**config.mk**
```make
export PLATFORM = sky130hd
export DESIGN_NAME = pipeline_fetch_unit_flat
export DESIGN_NICKNAME = d
export VERILOG_FILES = /design/src/rtl/pipeline_fetch_unit_if.sv /design/src/rtl/pipeline_fetch_unit.sv /design/src/flat_wrapper.sv
export SDC_FILE = /design/constraint.sdc
export NUM_CORES = 1
export LEC_CHECK = 0
export BUFFER_PORTS_ARGS = -buffer_cell sky130_fd_sc_hd__buf_4
export CAP_MARGIN = 20
export CORE_UTILIZATION = 54
export CTS_CLUSTER_SIZE = 16
export DETAILED_ROUTE_END_ITERATION = 12
export GPL_ROUTABILITY_DRIVEN = 0
export GPL_TIMING_DRIVEN = 0
export PLACE_DENSITY = 0.82
export SLEW_MARGIN = 40
export SYNTH_ARGS = -nofsm -noshare
export SYNTH_HDL_FRONTEND = slang
export SYNTH_SLANG_ARGS = --single-unit
```
**constraint.sdc**
```tcl
create_clock -name clk -period 7.84 [get_ports clk]
set_input_delay 1.96 -clock clk [delete_from_list [all_inputs] [get_ports clk]]
set_output_delay 1.96 -clock clk [all_outputs]
set_load 0.01 [all_outputs]
```
**src/rtl/pipeline_fetch_unit_if.sv**
```systemverilog
// Fetch-unit bundle: pipeline control in, instruction memory port, and the
// per-stage instruction/PC/valid pipe presented to the decoder and hazard logic.
interface pipeline_fetch_unit_if;
   localparam int unsigned XLEN = 16;
   localparam int unsigned OP_W = 5;

   logic            stall;
   logic            pc_enable;
   logic            br_taken;
   logic [XLEN-1:0] br_target;

   logic [XLEN-1:0] i_addr;
   logic            i_rd;
   logic [XLEN-1:0] i_rddata;

   logic [XLEN-1:0] inst_ipipe  [1:4];
   logic [XLEN-1:0] pc_ipipe    [1:4];
   logic            valid_ipipe [1:4];
   logic [OP_W-1:0] opcode      [1:4];

   // master: the fetch unit itself; slave: memory, decoder and hazard logic
   modport master (
      input  stall, pc_enable, br_taken, br_target, i_rddata,
      output i_addr, i_rd, inst_ipipe, pc_ipipe, valid_ipipe, opcode
   );

   modport slave (
      output stall, pc_enable, br_taken, br_target, i_rddata,
      input  i_addr, i_rd, inst_ipipe, pc_ipipe, valid_ipipe, opcode
   );
endinterface

```
**src/rtl/pipeline_fetch_unit.sv**
```systemverilog
// PC ownership, instruction-memory fetch and the 4-stage instruction pipe with
// stall bubbles, branch-shadow freeze and execute-stage redirect.
module pipeline_fetch_unit #(
   parameter logic [15:0] RESET_PC = 16'h0000,
   parameter logic [15:0] NOP_INST = 16'h0007
) (
   input  logic                 clk,
   input  logic                 reset,
   pipeline_fetch_unit_if.master bus
);
   localparam int unsigned XLEN  = 16;
   localparam int unsigned OP_W  = 5;
   localparam int          FIRST = 2;
   localparam int          LAST  = 4;
   localparam logic [XLEN-1:0] PC_STEP = XLEN'(2);

   typedef enum logic [1:0] {
      ACT_RUN,
      ACT_BRANCH,
      ACT_STALL,
      ACT_FREEZE
   } act_e;

   act_e            act;

   logic [XLEN-1:0] pc_q,         pc_d;
   logic [XLEN-1:0] f_pc_q,       f_pc_d;
   logic            f_valid_q,    f_valid_d;
   logic [XLEN-1:0] hold_inst_q,  hold_inst_d;
   logic            hold_valid_q, hold_valid_d;

   logic [XLEN-1:0] st_inst_q  [FIRST:LAST];
   logic [XLEN-1:0] st_inst_d  [FIRST:LAST];
   logic [XLEN-1:0] st_pc_q    [FIRST:LAST];
   logic [XLEN-1:0] st_pc_d    [FIRST:LAST];
   logic            st_valid_q [FIRST:LAST];
   logic            st_valid_d [FIRST:LAST];

   logic [XLEN-1:0] br_pc;
   logic [XLEN-1:0] s1_inst;

   assign br_pc   = bus.br_target & ~XLEN'(1);
   assign s1_inst = !f_valid_q   ? NOP_INST :
                    hold_valid_q ? hold_inst_q : bus.i_rddata;

   assign bus.i_rd   = !reset & (bus.br_taken | (!bus.stall & bus.pc_enable));
   assign bus.i_addr = bus.br_taken ? br_pc : pc_q;

   assign bus.inst_ipipe[1]  = s1_inst;
   assign bus.pc_ipipe[1]    = f_pc_q;
   assign bus.valid_ipipe[1] = f_valid_q;
   assign bus.opcode[1]      = s1_inst[OP_W-1:0];

   for (genvar g = FIRST; g <= LAST; g++) begin : g_stage
      assign bus.inst_ipipe[g]  = st_inst_q[g];
      assign bus.pc_ipipe[g]    = st_pc_q[g];
      assign bus.valid_ipipe[g] = st_valid_q[g];
      assign bus.opcode[g]      = st_inst_q[g][OP_W-1:0];
   end

   // Priority below reset: branch, then stall, then freeze, then normal fetch
   always_comb begin
      act = ACT_RUN;
      if (bus.br_taken)        act = ACT_BRANCH;
      else if (bus.stall)      act = ACT_STALL;
      else if (!bus.pc_enable) act = ACT_FREEZE;
   end

   always_comb begin
      pc_d         = pc_q;
      f_pc_d       = f_pc_q;
      f_valid_d    = f_valid_q;
      hold_inst_d  = hold_inst_q;
      hold_valid_d = hold_valid_q;
      st_inst_d    = st_inst_q;
      st_pc_d      = st_pc_q;
      st_valid_d   = st_valid_q;

      unique case (act)
         ACT_BRANCH: begin
            f_pc_d        = br_pc;
            f_valid_d     = 1'b1;
            pc_d          = br_pc + PC_STEP;
            hold_valid_d  = 1'b0;
            st_inst_d[2]  = NOP_INST;
            st_pc_d[2]    = '0;
            st_valid_d[2] = 1'b0;
            st_inst_d[3]  = NOP_INST;
            st_pc_d[3]    = '0;
            st_valid_d[3] = 1'b0;
            st_inst_d[4]  = st_inst_q[3];
            st_pc_d[4]    = st_pc_q[3];
            st_valid_d[4] = st_valid_q[3];
         end
         ACT_STALL: begin
            // First held cycle latches stage 1 so memory is not re-read
            if (!hold_valid_q) begin
               hold_inst_d  = s1_inst;
               hold_valid_d = f_valid_q;
            end
            st_inst_d[3]  = NOP_INST;
            st_pc_d[3]    = '0;
            st_valid_d[3] = 1'b0;
            st_inst_d[4]  = st_inst_q[3];
            st_pc_d[4]    = st_pc_q[3];
            st_valid_d[4] = st_valid_q[3];
         end
         ACT_FREEZE: begin
            if (!hold_valid_q) begin
               hold_inst_d  = s1_inst;
               hold_valid_d = f_valid_q;
            end
            st_inst_d[2]  = NOP_INST;
            st_pc_d[2]    = '0;
            st_valid_d[2] = 1'b0;
            st_inst_d[3]  = st_inst_q[2];
            st_pc_d[3]    = st_pc_q[2];
            st_valid_d[3] = st_valid_q[2];
            st_inst_d[4]  = st_inst_q[3];
            st_pc_d[4]    = st_pc_q[3];
            st_valid_d[4] = st_valid_q[3];
         end
         default: begin
            f_pc_d        = pc_q;
            f_valid_d     = 1'b1;
            pc_d          = pc_q + PC_STEP;
            hold_valid_d  = 1'b0;
            st_inst_d[2]  = s1_inst;
            st_pc_d[2]    = f_pc_q;
            st_valid_d[2] = f_valid_q;
            st_inst_d[3]  = st_inst_q[2];
            st_pc_d[3]    = st_pc_q[2];
            st_valid_d[3] = st_valid_q[2];
            st_inst_d[4]  = st_inst_q[3];
            st_pc_d[4]    = st_pc_q[3];
            st_valid_d[4] = st_valid_q[3];
         end
      endcase
   end

   always_ff @(posedge clk) begin
      if (reset) begin
         pc_q         <= RESET_PC;
         f_pc_q       <= '0;
         f_valid_q    <= 1'b0;
         hold_inst_q  <= NOP_INST;
         hold_valid_q <= 1'b0;
         st_inst_q    <= '{default: NOP_INST};
         st_pc_q      <= '{default: '0};
         st_valid_q   <= '{default: 1'b0};
      end else begin
         pc_q         <= pc_d;
         f_pc_q       <= f_pc_d;
         f_valid_q    <= f_valid_d;
         hold_inst_q  <= hold_inst_d;
         hold_valid_q <= hold_valid_d;
         st_inst_q    <= st_inst_d;
         st_pc_q      <= st_pc_d;
         st_valid_q   <= st_valid_d;
      end
   end
endmodule

```
**src/flat_wrapper.sv**
```systemverilog
// flat-port wrapper written by rule: the top's interface ports become plain ports
module pipeline_fetch_unit_flat 
#(
   parameter logic [15:0] RESET_PC = 16'h0000,
   parameter logic [15:0] NOP_INST = 16'h0007
)
  (clk, reset, bus_stall, bus_pc_enable, bus_br_taken, bus_br_target, bus_i_rddata, bus_i_addr, bus_i_rd, bus_inst_ipipe, bus_pc_ipipe, bus_valid_ipipe, bus_opcode);
  pipeline_fetch_unit_if bus_i ();
  input  logic clk;
  input  logic reset;
  input wire logic [$bits(bus_i.stall)-1:0] bus_stall;
  input wire logic [$bits(bus_i.pc_enable)-1:0] bus_pc_enable;
  input wire logic [$bits(bus_i.br_taken)-1:0] bus_br_taken;
  input wire logic [$bits(bus_i.br_target)-1:0] bus_br_target;
  input wire logic [$bits(bus_i.i_rddata)-1:0] bus_i_rddata;
  output wire logic [$bits(bus_i.i_addr)-1:0] bus_i_addr;
  output wire logic [$bits(bus_i.i_rd)-1:0] bus_i_rd;
  output wire logic [$bits(bus_i.inst_ipipe)-1:0] bus_inst_ipipe;
  output wire logic [$bits(bus_i.pc_ipipe)-1:0] bus_pc_ipipe;
  output wire logic [$bits(bus_i.valid_ipipe)-1:0] bus_valid_ipipe;
  output wire logic [$bits(bus_i.opcode)-1:0] bus_opcode;
  assign bus_i.stall = bus_stall;
  assign bus_i.pc_enable = bus_pc_enable;
  assign bus_i.br_taken = bus_br_taken;
  assign bus_i.br_target = bus_br_target;
  assign bus_i.i_rddata = bus_i_rddata;
  assign bus_i_addr = bus_i.i_addr;
  assign bus_i_rd = bus_i.i_rd;
  assign bus_inst_ipipe = {>>{bus_i.inst_ipipe}};
  assign bus_pc_ipipe = {>>{bus_i.pc_ipipe}};
  assign bus_valid_ipipe = {>>{bus_i.valid_ipipe}};
  assign bus_opcode = {>>{bus_i.opcode}};
  pipeline_fetch_unit #(.RESET_PC(RESET_PC), .NOP_INST(NOP_INST)) u_core (.clk(clk), .reset(reset), .bus(bus_i));
endmodule
```
Word-level counts from Yosys, hierarchy flattened

Cells that the tools add are included.

Add/sub/neg operators: 2
Eq/ne operators: 3
Muxes and demuxes: 12
Bitwise logic cells: 5
Reduce and logical (&&, ||, !) cells: 7

Operators by type and width:

| cell                                           | number |
|---|---|
| case mux 16 bit (2 select lines)               | 4 |
| 2-to-1 mux 16 bit                              | 3 |
| adder 16 x 2 -> 16 bit (second input constant) | 2 |
| 2-to-1 mux 2 bit                               | 3 |
| OR reduction 2 bit                             | 3 |
| == test 2 bit (second input constant)          | 2 |
| OR reduction 3 bit                             | 1 |
| bitwise AND 1 bit                              | 2 |
| == test 2 x 1 -> 1 bit (second input constant) | 1 |
| logical NOT 1 bit                              | 2 |
| NOT 1 bit                                      | 2 |
| case mux 1 bit (2 select lines)                | 1 |
| AND reduction 2 bit                            | 1 |
| 2-to-1 mux 1 bit                               | 1 |
| bitwise OR 1 bit                               | 1 |

Bits in registers: 149
Input port bits: 37
Output and inout port bits: 169
Logic and storage cells: 43

Longest topological paths before layout

Depth after elaboration: 7
Mapped depth: 10
Depth with buffers taken out: 6

Worst setup path before layout

OpenSTA, ideal clock, no wires.

Path type: input-to-output
Start point: input bus_br_taken
End point: output bus_i_addr[2]
Data arrival time: 2.962 ns
Required time: 5.880 ns
Setup slack: 2.918 ns
Stages on the path: 6
Buffers on the path: 5
Cell sequence: buf_6 > buf_12 > clkbuf_8 > buf_6 > mux2_2 > buf_4

Cells in the longest elaborated chain, start to end: 1

Ends and longest elaborated chain:

| element            | line                      | RTL |
|---|---|---|
| start: declaration | flat_wrapper.sv:13        | `input wire logic [$bits(bus_i.br_taken)-1:0] bus_br_taken;` |
| 2-to-1 mux 16 bit  | pipeline_fetch_unit.sv:47 | `assign bus.i_addr = bus.br_taken ? br_pc : pc_q;` |
| end: declaration   | flat_wrapper.sv:16        | `output wire logic [$bits(bus_i.i_addr)-1:0] bus_i_addr;` |

No other way between the ends.

Worst setup path after layout

Same ends and word-level chain as after synthesis.

==> summary.md <==
| Metric | Value |
|---|---|
| Die area | about 12000 µm² |
| PD cells | 212 nW/µm² |
| Top delay family on crit path | buffers and inverters |
| Post CTS Setup Buffer Count | 0 |
| Run status | finished clean |
| CP Data Arrival Time | ~3.2 ns |
| Synth top area cells | dfxtp_1 (47%), buf_4 (9.1%), mux2i_1 (5.6%) |
| Critical Path RT | a little under 6 ns |
| FILL cells | 790 |
| CTS tree | built |
| Sequential share of power | a little over two fifths |
| Logic pwr share | 11.3% |
| Ys flop type | dfxtp_1 |
| Synth warnings | 0 |
| Maximum VDD drop | ~0.00014 V |
| Seq/Total Area, Yosys | 47.4% |
| Hold Violations, Final | 0 |
| Vias in the first global route | 4754 |
| Die X | 108 µm |
| Area Growth Syn to Fin | 37.3% |
| Sw frac | between 20 and 25% |
| Detailed Route WL | 15800 µm |
| Area of the core | about 11000 µm² |
| WL/cell | between 15 and 20 µm |
| GRT Resource Usage Total | a little over a quarter |
| #FFs+latches synth | roughly 140 |
| DR pass1 iterations | 5 |
| Clock slew at reported path FFs | 0.06 ns |
| Ports | slightly above 200 |
| H-tree depth | 4 |
| DRT iter0 DRCs | 307 |
| Final clock skew | between 0.008 and 0.009 ns |
| # setup viols final | 0 |
| CTS Root Cell | clkbuf_8 |
| Initial antenna violation count | 0 |
| Share of the synthesized area in the top cell type | 47.4% |
| Hold Buf Count CTS | 0 |
| # Max-Cap Violations | 0 |
| Worst setup margin | 2.65 ns |
| Worst-skew pair later-pin latency | just over 0.5 ns |
| DP HPWL | 12100 µm |
| Crit path launch type | input port |
| Fin crit share | 66.3% |
| Setup CP Type | in2out |
| Layout cells sized above 1 | slightly above 40% |
| Synth Cell Area | roughly 6000 µm² |
| DR vias | 5161 |
| Row count | 38 |
| Final Max Tran Viols | 0 |
| Cell count along the critical path | 7 |
| RSZ-0062 raised after global routing | false |
| First-pass GRT wire length | roughly 24000 µm |
| Most frequent cells in the layout | buf_4 (272), dfxtp_1 (144), nor2_1 (61) |
| Initial core utilization | a little under three fifths |
| Dpl ws | 2.66 ns |
| Crit-path slowest cell | mux2_2 |
| Resize count post-CTS | 0 |
| Hold Path Class | reg2reg |
| Num Clock Sinks | approximately 140 |
| Synth async-reset ratio | 0% |
| Port buffer count | between 150 and 200 |
| CP endpoint kind | output pin |
| Worst R2R Path Depth | 6 |
| Synth area leader | dfxtp_1 |
| Gate count of the mapped netlist | around 600 |
| Tmin final | between 5 and 6 ns |
| DIE HEIGHT | about 110 µm |
| Net Sw Power | approximately 430 µW |
| DR DRC count | 0 |
| Nets@finish | around 900 |
| CTS Buffer Depth | 2 |
| ANT cells | 0 |
| Clk network pwr share | a little under half |
| Vias per inst | around 5.2 |
| Detail Route Antenna Nets | 0 |
| F_max | 0.193 GHz |
| Worst stage delay on the critical path | 0.38 ns |
| Commonest non-fill, non-tap cell in the layout | buf_4 |
| Rel. slew slack | 54.5% |
| P_leak | between 0.003 and 0.004 µW |
| Internal power | 1340 µW |
| Overflow after GRT | 0 |
| Cell Chain, Critical Path | buf_6 > buf_12 > clkbuf_8 > buf_6 > mux2_2 > buf_4 > buf_4 |
| Syn_area_per_cell | 9.85 µm² |
| Largest net degree at the start of global routing | 17 |
| Unique masters post-synth | 64 |
| Setup TNS | 0 ns |
| Worst Path Buf+Inv | 6 |
| Hold Path Depth | 1 |
| Highest net fanout along the worst path | 10 |
| Number of CTS-inserted buffers | 17 |
| Post-synth EDFFs | 0 |
| Slew @ Worst Pin | 0.678 ns |
-- per-layer routing --
metal  track usage [%]  wire (µm)
met5                 0          0
met1              33.1       6560
met3              4.58       1020
met4              11.4        328
met2              46.0       7910
-- per-stage QoR --
step | instance area (µm²) | hold WS [ns] | util (%) | std cells | power [µW]
floorplan | 6100 | 0.424 | - | 622 | 896
detailed placement | 7760 | 0.458 | 71.3 | 960 | 977
global route | 8350 | 0.479 | 76.7 | 991 | 1820
global placement | 7760 | 0.435 | 71.3 | 960 | 972
finish | 8350 | 0.464 | 76.7 | 991 | 1770
CTS | 8350 | 0.466 | 76.7 | 991 | 1770
-- synth_stat cells (2+ instances only) --
cell type / number
nor2_1: 61
mux2i_1: 34
o211a_1: 2
a311o_1: 2
dfxtp_1: 144
or2_2: 3
clkbuf_8: 5
nor3_1: 8
or2b_1: 2
xnor2_1: 3
a211oi_1: 10
nand3_1: 11
o21ai_0: 10
a211o_1: 4
buf_4: 74
nand2b_1: 4
and3_1: 3
buf_6: 4
o211ai_1: 2
inv_1: 9
a22oi_1: 15
o22ai_1: 3
nand3b_1: 2
a21oi_1: 12
a21o_1: 2
nand4b_1: 2
and2_1: 29
nor2b_1: 44
clkbuf_1: 16
mux2_2: 10
a2bb2oi_1: 14
nor3b_1: 3
nand2_1: 29
a22o_1: 2
buf_2: 7
nand4_1: 5
-- cells by family (layout without fill, tap and decap cells) --
family / Yosys count / in the layout / share of synthesized area, %
other: 1 / 5 / 0.0616
adders and majority gates: 1 / 1 / 0.206
AOI/OAI and AO/OA: 90 / 90 / 11.1
and+or+nand+nor: 218 / 218 / 19.8
muxes: 44 / 44 / 7.44
buffers and inverters: 117 / 346 / 13.5
xor gates and xnor gates: 3 / 3 / 0.432
DFF: 144 / 144 / 47.4
-- worst paths after layout --
check	start	end	slack, ns
max	bus_br_taken	bus_i_addr[2]	2.65
min	u_core.bus.pc_ipipe[30]	u_core.bus.pc_ipipe[14]	0.46
max reg2reg	u_core.pc_q[1]	u_core.pc_q[11]	5.83
min reg2reg	u_core.bus.pc_ipipe[30]	u_core.bus.pc_ipipe[14]	0.46
-- layout make-up --
type | instances | area [µm²] | share of cell area [%]
tap | 140 | 175 | 2.10
buffer | 108 | 788 | 9.44
clock inverter | 12 | 160 | 1.92
inverter | 9 | 33.8 | 0.404
sequential | 144 | 2880 | 34.5
multi-input combinational | 361 | 2390 | 28.7
clock buffer | 19 | 432 | 5.17
timing repair buffer | 198 | 1490 | 17.8
-- registers in the layout, summed over array words and instances (netlist names) --
signal                  flops
u_core.bus.inst_ipipe      48
u_core.bus.pc_ipipe        45
u_core.bus.valid_ipipe      3
u_core.f_pc_q              15
u_core.f_valid_q            1
u_core.hold_inst_q         16
u_core.hold_valid_q         1
u_core.pc_q                15
-- power groups by stage --
stage / Clock [µW] / Sequential [µW] / Combinational (µW)
floorplan: 0 / 780 / 116
global placement: 0 / 780 / 192
detailed placement: 0 / 781 / 196
CTS: 805 / 765 / 198
global route: 839 / 767 / 213
finish: 802 / 766 / 199
-- worst reg2reg max path, delay by kind of cell (launching register included) --
family	cells	cell delay [ns]
AO/OA/AOI/OAI	2	0.57
adder cells (fa/ha/maj)	1	0.21
flip-flops	1	0.42
multiplexers	1	0.22
AND/OR/NAND/NOR	2	0.46
(Power assumes the default switching activity.)
